==> config.mk <==
export PLATFORM = sky130hd
export DESIGN_NAME = if_stage_flat
export DESIGN_NICKNAME = d
export VERILOG_FILES = /design/src/rtl/if_stage_pkg.sv /design/src/rtl/if_stage_if.sv /design/src/rtl/ifid_reg.sv /design/src/rtl/if_stage.sv /design/src/flat_wrapper.sv
export SDC_FILE = /design/constraint.sdc
export NUM_CORES = 1
export LEC_CHECK = 0
export CAP_MARGIN = 20
export CELL_PAD_IN_SITES_DETAIL_PLACEMENT = 1
export CELL_PAD_IN_SITES_GLOBAL_PLACEMENT = 1
export CORE_MARGIN = 5
export CORE_UTILIZATION = 31
export DETAILED_ROUTE_END_ITERATION = 8
export PLACE_DENSITY = 0.86
export SETUP_SLACK_MARGIN = 0.15
export SYNTH_ARGS = -nofsm -noshare
export SYNTH_HDL_FRONTEND = slang
export SYNTH_HIERARCHICAL = 1
export SYNTH_SLANG_ARGS = --single-unit
==> constraint.sdc <==
create_clock -name clk -period 2.4 [get_ports clk]
set_input_delay 0.24 -clock clk [delete_from_list [all_inputs] [get_ports clk]]
set_output_delay 0.24 -clock clk [all_outputs]
set_load 0.005 [all_outputs]
==> src/rtl/if_stage_pkg.sv <==
// Shared pipeline package: word type, reset/bubble defaults and PC stride.
package if_stage_pkg;

  typedef logic [31:0] word_t;

  localparam word_t RESET_PC_DEFAULT = 32'h0000_0000;
  localparam word_t NOP_WORD_DEFAULT = 32'h0000_0000;
  localparam word_t PC_INC           = 32'd4;

  // A load target is misaligned when its byte offset within the word is non-zero.
  function automatic logic misaligned(logic [1:0] byte_off);
    return byte_off != 2'b00;
  endfunction

endpackage

==> src/rtl/if_stage_if.sv <==
// Fetch-stage bundle: control/data from the pipeline and the results back to it.
interface if_stage_if;
  import if_stage_pkg::*;

  logic  pc_ld;
  logic  pc_inc;
  logic  stall;
  word_t pc_in;
  word_t im_dout;
  word_t pc_out;
  word_t ifid_instr;
  word_t ifid_pc4;
  logic  ifid_valid;
  word_t fetch_cnt;
  logic  misalign;

  // Pipeline control side.
  modport master (
    output pc_ld, pc_inc, stall, pc_in, im_dout,
    input  pc_out, ifid_instr, ifid_pc4, ifid_valid, fetch_cnt, misalign
  );

  // Fetch stage side.
  modport slave (
    input  pc_ld, pc_inc, stall, pc_in, im_dout,
    output pc_out, ifid_instr, ifid_pc4, ifid_valid, fetch_cnt, misalign
  );

endinterface

==> src/rtl/ifid_reg.sv <==
// Generic pipeline register: load, hold, or replace with a bubble.
// Priority: reset > bubble > hold > load.
module ifid_reg
  import if_stage_pkg::*;
#(
  parameter word_t NOP_WORD = NOP_WORD_DEFAULT
) (
  input  logic  clk,
  input  logic  reset,
  input  logic  hold,
  input  logic  bubble,
  input  word_t nxt_instr,
  input  word_t nxt_pc4,
  output word_t instr,
  output word_t pc4,
  output logic  valid
);

  // Register update; a bubble keeps pc4 so downstream still sees the last fetch address.
  always_ff @(posedge clk) begin
    if (reset) begin
      instr <= NOP_WORD;
      pc4   <= '0;
      valid <= 1'b0;
    end else if (bubble) begin
      instr <= NOP_WORD;
      valid <= 1'b0;
    end else if (!hold) begin
      instr <= nxt_instr;
      pc4   <= nxt_pc4;
      valid <= 1'b1;
    end
  end

endmodule

==> src/rtl/if_stage.sv <==
// Instruction fetch stage: PC register, +4 adder, fetch counter, misalign flag
// and the IF/ID pipeline register.
module if_stage
  import if_stage_pkg::*;
#(
  parameter word_t RESET_PC = RESET_PC_DEFAULT,
  parameter word_t NOP_WORD = NOP_WORD_DEFAULT
) (
  input  logic   clk,
  input  logic   reset,
  if_stage_if.slave bus
);

  word_t pc_q, pc_d;
  word_t cnt_q, cnt_d;
  logic  mis_q, mis_d;
  word_t pc_plus4;
  logic  bubble;

  // Modulo-2^32 increment; wrap from 0xFFFF_FFFC to 0 is intentional.
  assign pc_plus4 = pc_q + PC_INC;

  // Next-state decode: pc_ld > stall > pc_inc > idle.
  always_comb begin
    pc_d   = pc_q;
    cnt_d  = cnt_q;
    mis_d  = mis_q;
    bubble = 1'b0;
    if (bus.pc_ld) begin
      pc_d   = {bus.pc_in[31:2], 2'b00};
      mis_d  = mis_q | misaligned(bus.pc_in[1:0]);
      bubble = 1'b1;
    end else if (bus.stall) begin
      // Hold everything.
    end else if (bus.pc_inc) begin
      pc_d  = pc_plus4;
      cnt_d = cnt_q + 32'd1;
    end else begin
      bubble = 1'b1;
    end
  end

  // State registers with synchronous reset.
  always_ff @(posedge clk) begin
    if (reset) begin
      pc_q  <= RESET_PC;
      cnt_q <= '0;
      mis_q <= 1'b0;
    end else begin
      pc_q  <= pc_d;
      cnt_q <= cnt_d;
      mis_q <= mis_d;
    end
  end

  // Bubble outranks hold inside ifid_reg, so a flush during stall still clears IF/ID.
  ifid_reg #(
    .NOP_WORD (NOP_WORD)
  ) u_ifid_reg (
    .clk       (clk),
    .reset     (reset),
    .hold      (bus.stall),
    .bubble    (bubble),
    .nxt_instr (bus.im_dout),
    .nxt_pc4   (pc_plus4),
    .instr     (bus.ifid_instr),
    .pc4       (bus.ifid_pc4),
    .valid     (bus.ifid_valid)
  );

  assign bus.pc_out    = pc_q;
  assign bus.fetch_cnt = cnt_q;
  assign bus.misalign  = mis_q;

endmodule

==> src/flat_wrapper.sv <==
// flat-port wrapper written by rule: the top's interface ports become plain ports
module if_stage_flat import if_stage_pkg::*;
#(
  parameter word_t RESET_PC = RESET_PC_DEFAULT,
  parameter word_t NOP_WORD = NOP_WORD_DEFAULT
)
  (clk, reset, bus_pc_ld, bus_pc_inc, bus_stall, bus_pc_in, bus_im_dout, bus_pc_out, bus_ifid_instr, bus_ifid_pc4, bus_ifid_valid, bus_fetch_cnt, bus_misalign);
  if_stage_if bus_i ();
  input  logic clk;
  input  logic reset;
  input wire logic [$bits(bus_i.pc_ld)-1:0] bus_pc_ld;
  input wire logic [$bits(bus_i.pc_inc)-1:0] bus_pc_inc;
  input wire logic [$bits(bus_i.stall)-1:0] bus_stall;
  input wire logic [$bits(bus_i.pc_in)-1:0] bus_pc_in;
  input wire logic [$bits(bus_i.im_dout)-1:0] bus_im_dout;
  output wire logic [$bits(bus_i.pc_out)-1:0] bus_pc_out;
  output wire logic [$bits(bus_i.ifid_instr)-1:0] bus_ifid_instr;
  output wire logic [$bits(bus_i.ifid_pc4)-1:0] bus_ifid_pc4;
  output wire logic [$bits(bus_i.ifid_valid)-1:0] bus_ifid_valid;
  output wire logic [$bits(bus_i.fetch_cnt)-1:0] bus_fetch_cnt;
  output wire logic [$bits(bus_i.misalign)-1:0] bus_misalign;
  assign bus_i.pc_ld = bus_pc_ld;
  assign bus_i.pc_inc = bus_pc_inc;
  assign bus_i.stall = bus_stall;
  assign bus_i.pc_in = bus_pc_in;
  assign bus_i.im_dout = bus_im_dout;
  assign bus_pc_out = bus_i.pc_out;
  assign bus_ifid_instr = bus_i.ifid_instr;
  assign bus_ifid_pc4 = bus_i.ifid_pc4;
  assign bus_ifid_valid = bus_i.ifid_valid;
  assign bus_fetch_cnt = bus_i.fetch_cnt;
  assign bus_misalign = bus_i.misalign;
  if_stage #(.RESET_PC(RESET_PC), .NOP_WORD(NOP_WORD)) u_core (.clk(clk), .reset(reset), .bus(bus_i));
endmodule
==> impl_metrics.yaml <==
logic_synthesis:
  syn-cell-area_mm2: 0.00646
  synth.area.mux_share: 0.0722
  yosys_warnings: 6
  yosys.area.top_type: "dfxtp_1"
  synthSimpleGateAreaFrac: 0.272
  synth_edf_count: 0
  synth_most_common_cell: "dfxtp_1"
  synth_xor_xnor_area_share: 0.0610
  yosys_most_used_dff: "dfxtp_1"
  ys_ff_latch: 128
  yosysSeqAreaShare: 0.397
  synth_cell_types: 53
  async_reset_ff_frac: 0
  synthAdderAreaFrac: 0.00387
  synth-compound-area-share: 0.134
  synthTopCellsByCount: "dfxtp_1, nor2_1, a21oi_1"
  synth_cells: 756
  yosys-top-cells-area: "dfxtp_1, nor2_1, mux2i_1"
  synth_top_family_by_area: "simple AND/OR/NAND/NOR gates"
  syn_area_per_cell_um2: 8.54
  yosysTopAreaCellShare: 0.397
worst_setup_path:
  cpMaxStageDelayCell: "nor4bb_1"
  end_kind: "flop"
  worstRegToRegCells: 6
  arrival_ns: 2.50
  cp.required_ns: 2.70
  crit_fanout: 10
  rr_endpoint: "u_core/bus.pc_out[23]$_SDFFE_PP0P_"
  endpoint: "u_core/bus.fetch_cnt[21]$_SDFFE_PP0P_"
  crit_start: "bus_pc_inc"
  regToRegSetupSlack_ns: 0.21
  timing.rr.start: "u_core/bus.pc_out[14]$_SDFFE_PP0P_"
  worst_setup_path_start_kind: "input pin"
  worst-setup-path-type: "input pin to flop"
  cp_cell_sequence: "clkdlybuf4s50_1 -> buf_4 -> nor4bb_1 -> nand2_2 -> nor4_1 -> mux2_2"
  max_stage_delay_ns: 0.51
floorplanning:
  die-area_mm2: 0.0238
  core_region_area_mm2: 0.0204
  initial_utilization: 0.317
  fp-row-count: 52
  pin_count: 199
  die-width_um: 154
  die_height_um: 154
routing:
  vias: 6621
  wl_met3_um: 1430
  wl_met2_um: 11400
  drt-wirelength-per-cell_um: 19.1
  finalWirelength_um: 23900
  ant_nets: 0
  vias_per_cell: 5.28
  first_pass_iters: 5
  top_layer: "met4"
  wl_met1_um: 10600
  drtIter0Drc: 404
  drc: 0
status:
  status: "finished, final reports clean"
cells_and_area:
  drive_gt1_frac: 0.138
  final_nets: 1041
  area_growth_pct: 48.7
  final_util: 0.472
  instances_no_fill: 1253
  design_area_mm2: 0.00961
  n_antenna_cell: 0
min_path:
  hold_class: "input pin to flop"
  min_from: "reset"
sta:
  drv_slew: 0
  post-route-period-util: 0.920
  fmax_mhz: 453
  worst_slew_pin_slew_ns: 1.10
  slew_headroom: 0.269
  setup_tns_ns: 0
  skew_ns: 0.0116
  worst_hold_slack_ns: 0.221
  worst_slack_ns: 0.192
  period_minus_slack_ns: 2.21
  setup_viol: 0
  grt_setup_unrepaired: "yes"
  hold_violations: 0
clock_tree:
  insertion_delay_ns: 0.42
  tritoncts: "yes"
  numCtsBuffers: 17
  clk_pin_slew_ns: 0.05
  cts.path.max_buffers: 2
  clockRootBuffer: "clkbuf_16"
  cts_hold_buf: 0
  cts_sinks: 128
  htreeDepth: 4
place:
  routabilityCongestion: 0.877
  dp_hpwl_um: 17100
  placed_cells: 1219
  dp_slack_ns: -0.183
  dpl-instance-area_mm2: 0.00893
  port-buffer-count: 196
global_route:
  antenna_found_initial: 0
  grt-ovfl-total: 0
  grt_pass1_vias: 6896
  grt_pass1_wl_um: 37900
  grt_max_degree: 98
  globalRouteTotalUtil: 0.196
power:
  vdd_ir_drop_max_uv: 406
  power.total_mw: 5.60
  leakage_nw: 3.42
  p_per_area_mw_per_mm2: 583
flow_run:
  maxCapViolCount: 0
==> kinds of logic after synthesis <==
| family | Yosys count |
|---|---|
| xor+xnor | 45 |
| fa+ha+maj | 2 |
| buf+inv | 78 |
| other cells | 1 |
| mux | 45 |
| simple gates | 314 |
| flops | 128 |
| compound gates | 143 |
==> sequential cells by signal, indices dropped and copies added, names as in the netlist <==
register,count
u_core/bus.fetch_cnt,32
u_core/bus.pc_out,30
u_core/u_ifid_reg/pc4,32
u_core/u_ifid_reg/instr,32
u_core/u_ifid_reg/valid,1
u_core/bus.misalign,1
==> layout by cell type, fill, tap and decap left out, drive strengths merged, types with 16 or more instances in the layout <==
cell,count
nor2,89
nand4,22
a21oi,50
nor4,26
or3b,32
clkdlybuf4s50,194
nand2,38
xnor2,23
nor2b,16
clkbuf,19
nand3,28
dfxtp,128
buf,63
xor2,22
mux2i,32
o21ai,43
==> worst max-delay path, delay by kind of cell <==
kind / cells / cell delay (ns)
mux: 1 / 0.40
simple gates: 3 / 1.21
buf+inv: 2 / 0.65
==> routing by layer <==
layer  up-vias  GRT usage
li1       3139          -
met1      3234      0.254
met2       212      0.322
met3        36     0.0427
met4         0     0.0677
met5         -          0
==> power breakdown <==
group | internal, mW | total [mW] | switching, mW
clock network | 1.63 | 2.65 | 1.01
registers | 2.20 | 2.26 | 0.0605
logic | 0.373 | 0.703 | 0.329
total | 4.20 | 5.60 | 1.40
==> worst min path at each step <==
stage	slack, ns	to	cells past startpoint
after global routing	0.24	u_core/bus.fetch_cnt[2]$_SDFFE_PP0P_	2
after floorplan	0.38	u_core/u_ifid_reg/instr[0]$_SDFFE_PP0N_	2
final	0.22	u_core/bus.fetch_cnt[2]$_SDFFE_PP0P_	2
after global placement	0.44	u_core/u_ifid_reg/valid$_SDFFE_PP0N_	2
after detailed placement	0.45	u_core/bus.misalign$_SDFFE_PP0P_	2
after CTS	0.20	u_core/bus.fetch_cnt[2]$_SDFFE_PP0P_	2
==> area by class of cell <==
type	instances	area [um^2]
fill	2359	10800
clock inverter	13	163
tap	270	338
inverter	13	48.8
sequential	128	2570
clock buffer	19	433
multi-input combinational	553	3600
timing repair buffer	257	2450
==> repair_timing <==
item / in CTS / in global routing
resized for setup: 2 / 16
setup endpoints to repair: 2 / 25
pin swaps: 0 / 4
setup buffers: 0 / 2
(Power assumes the default switching activity.)
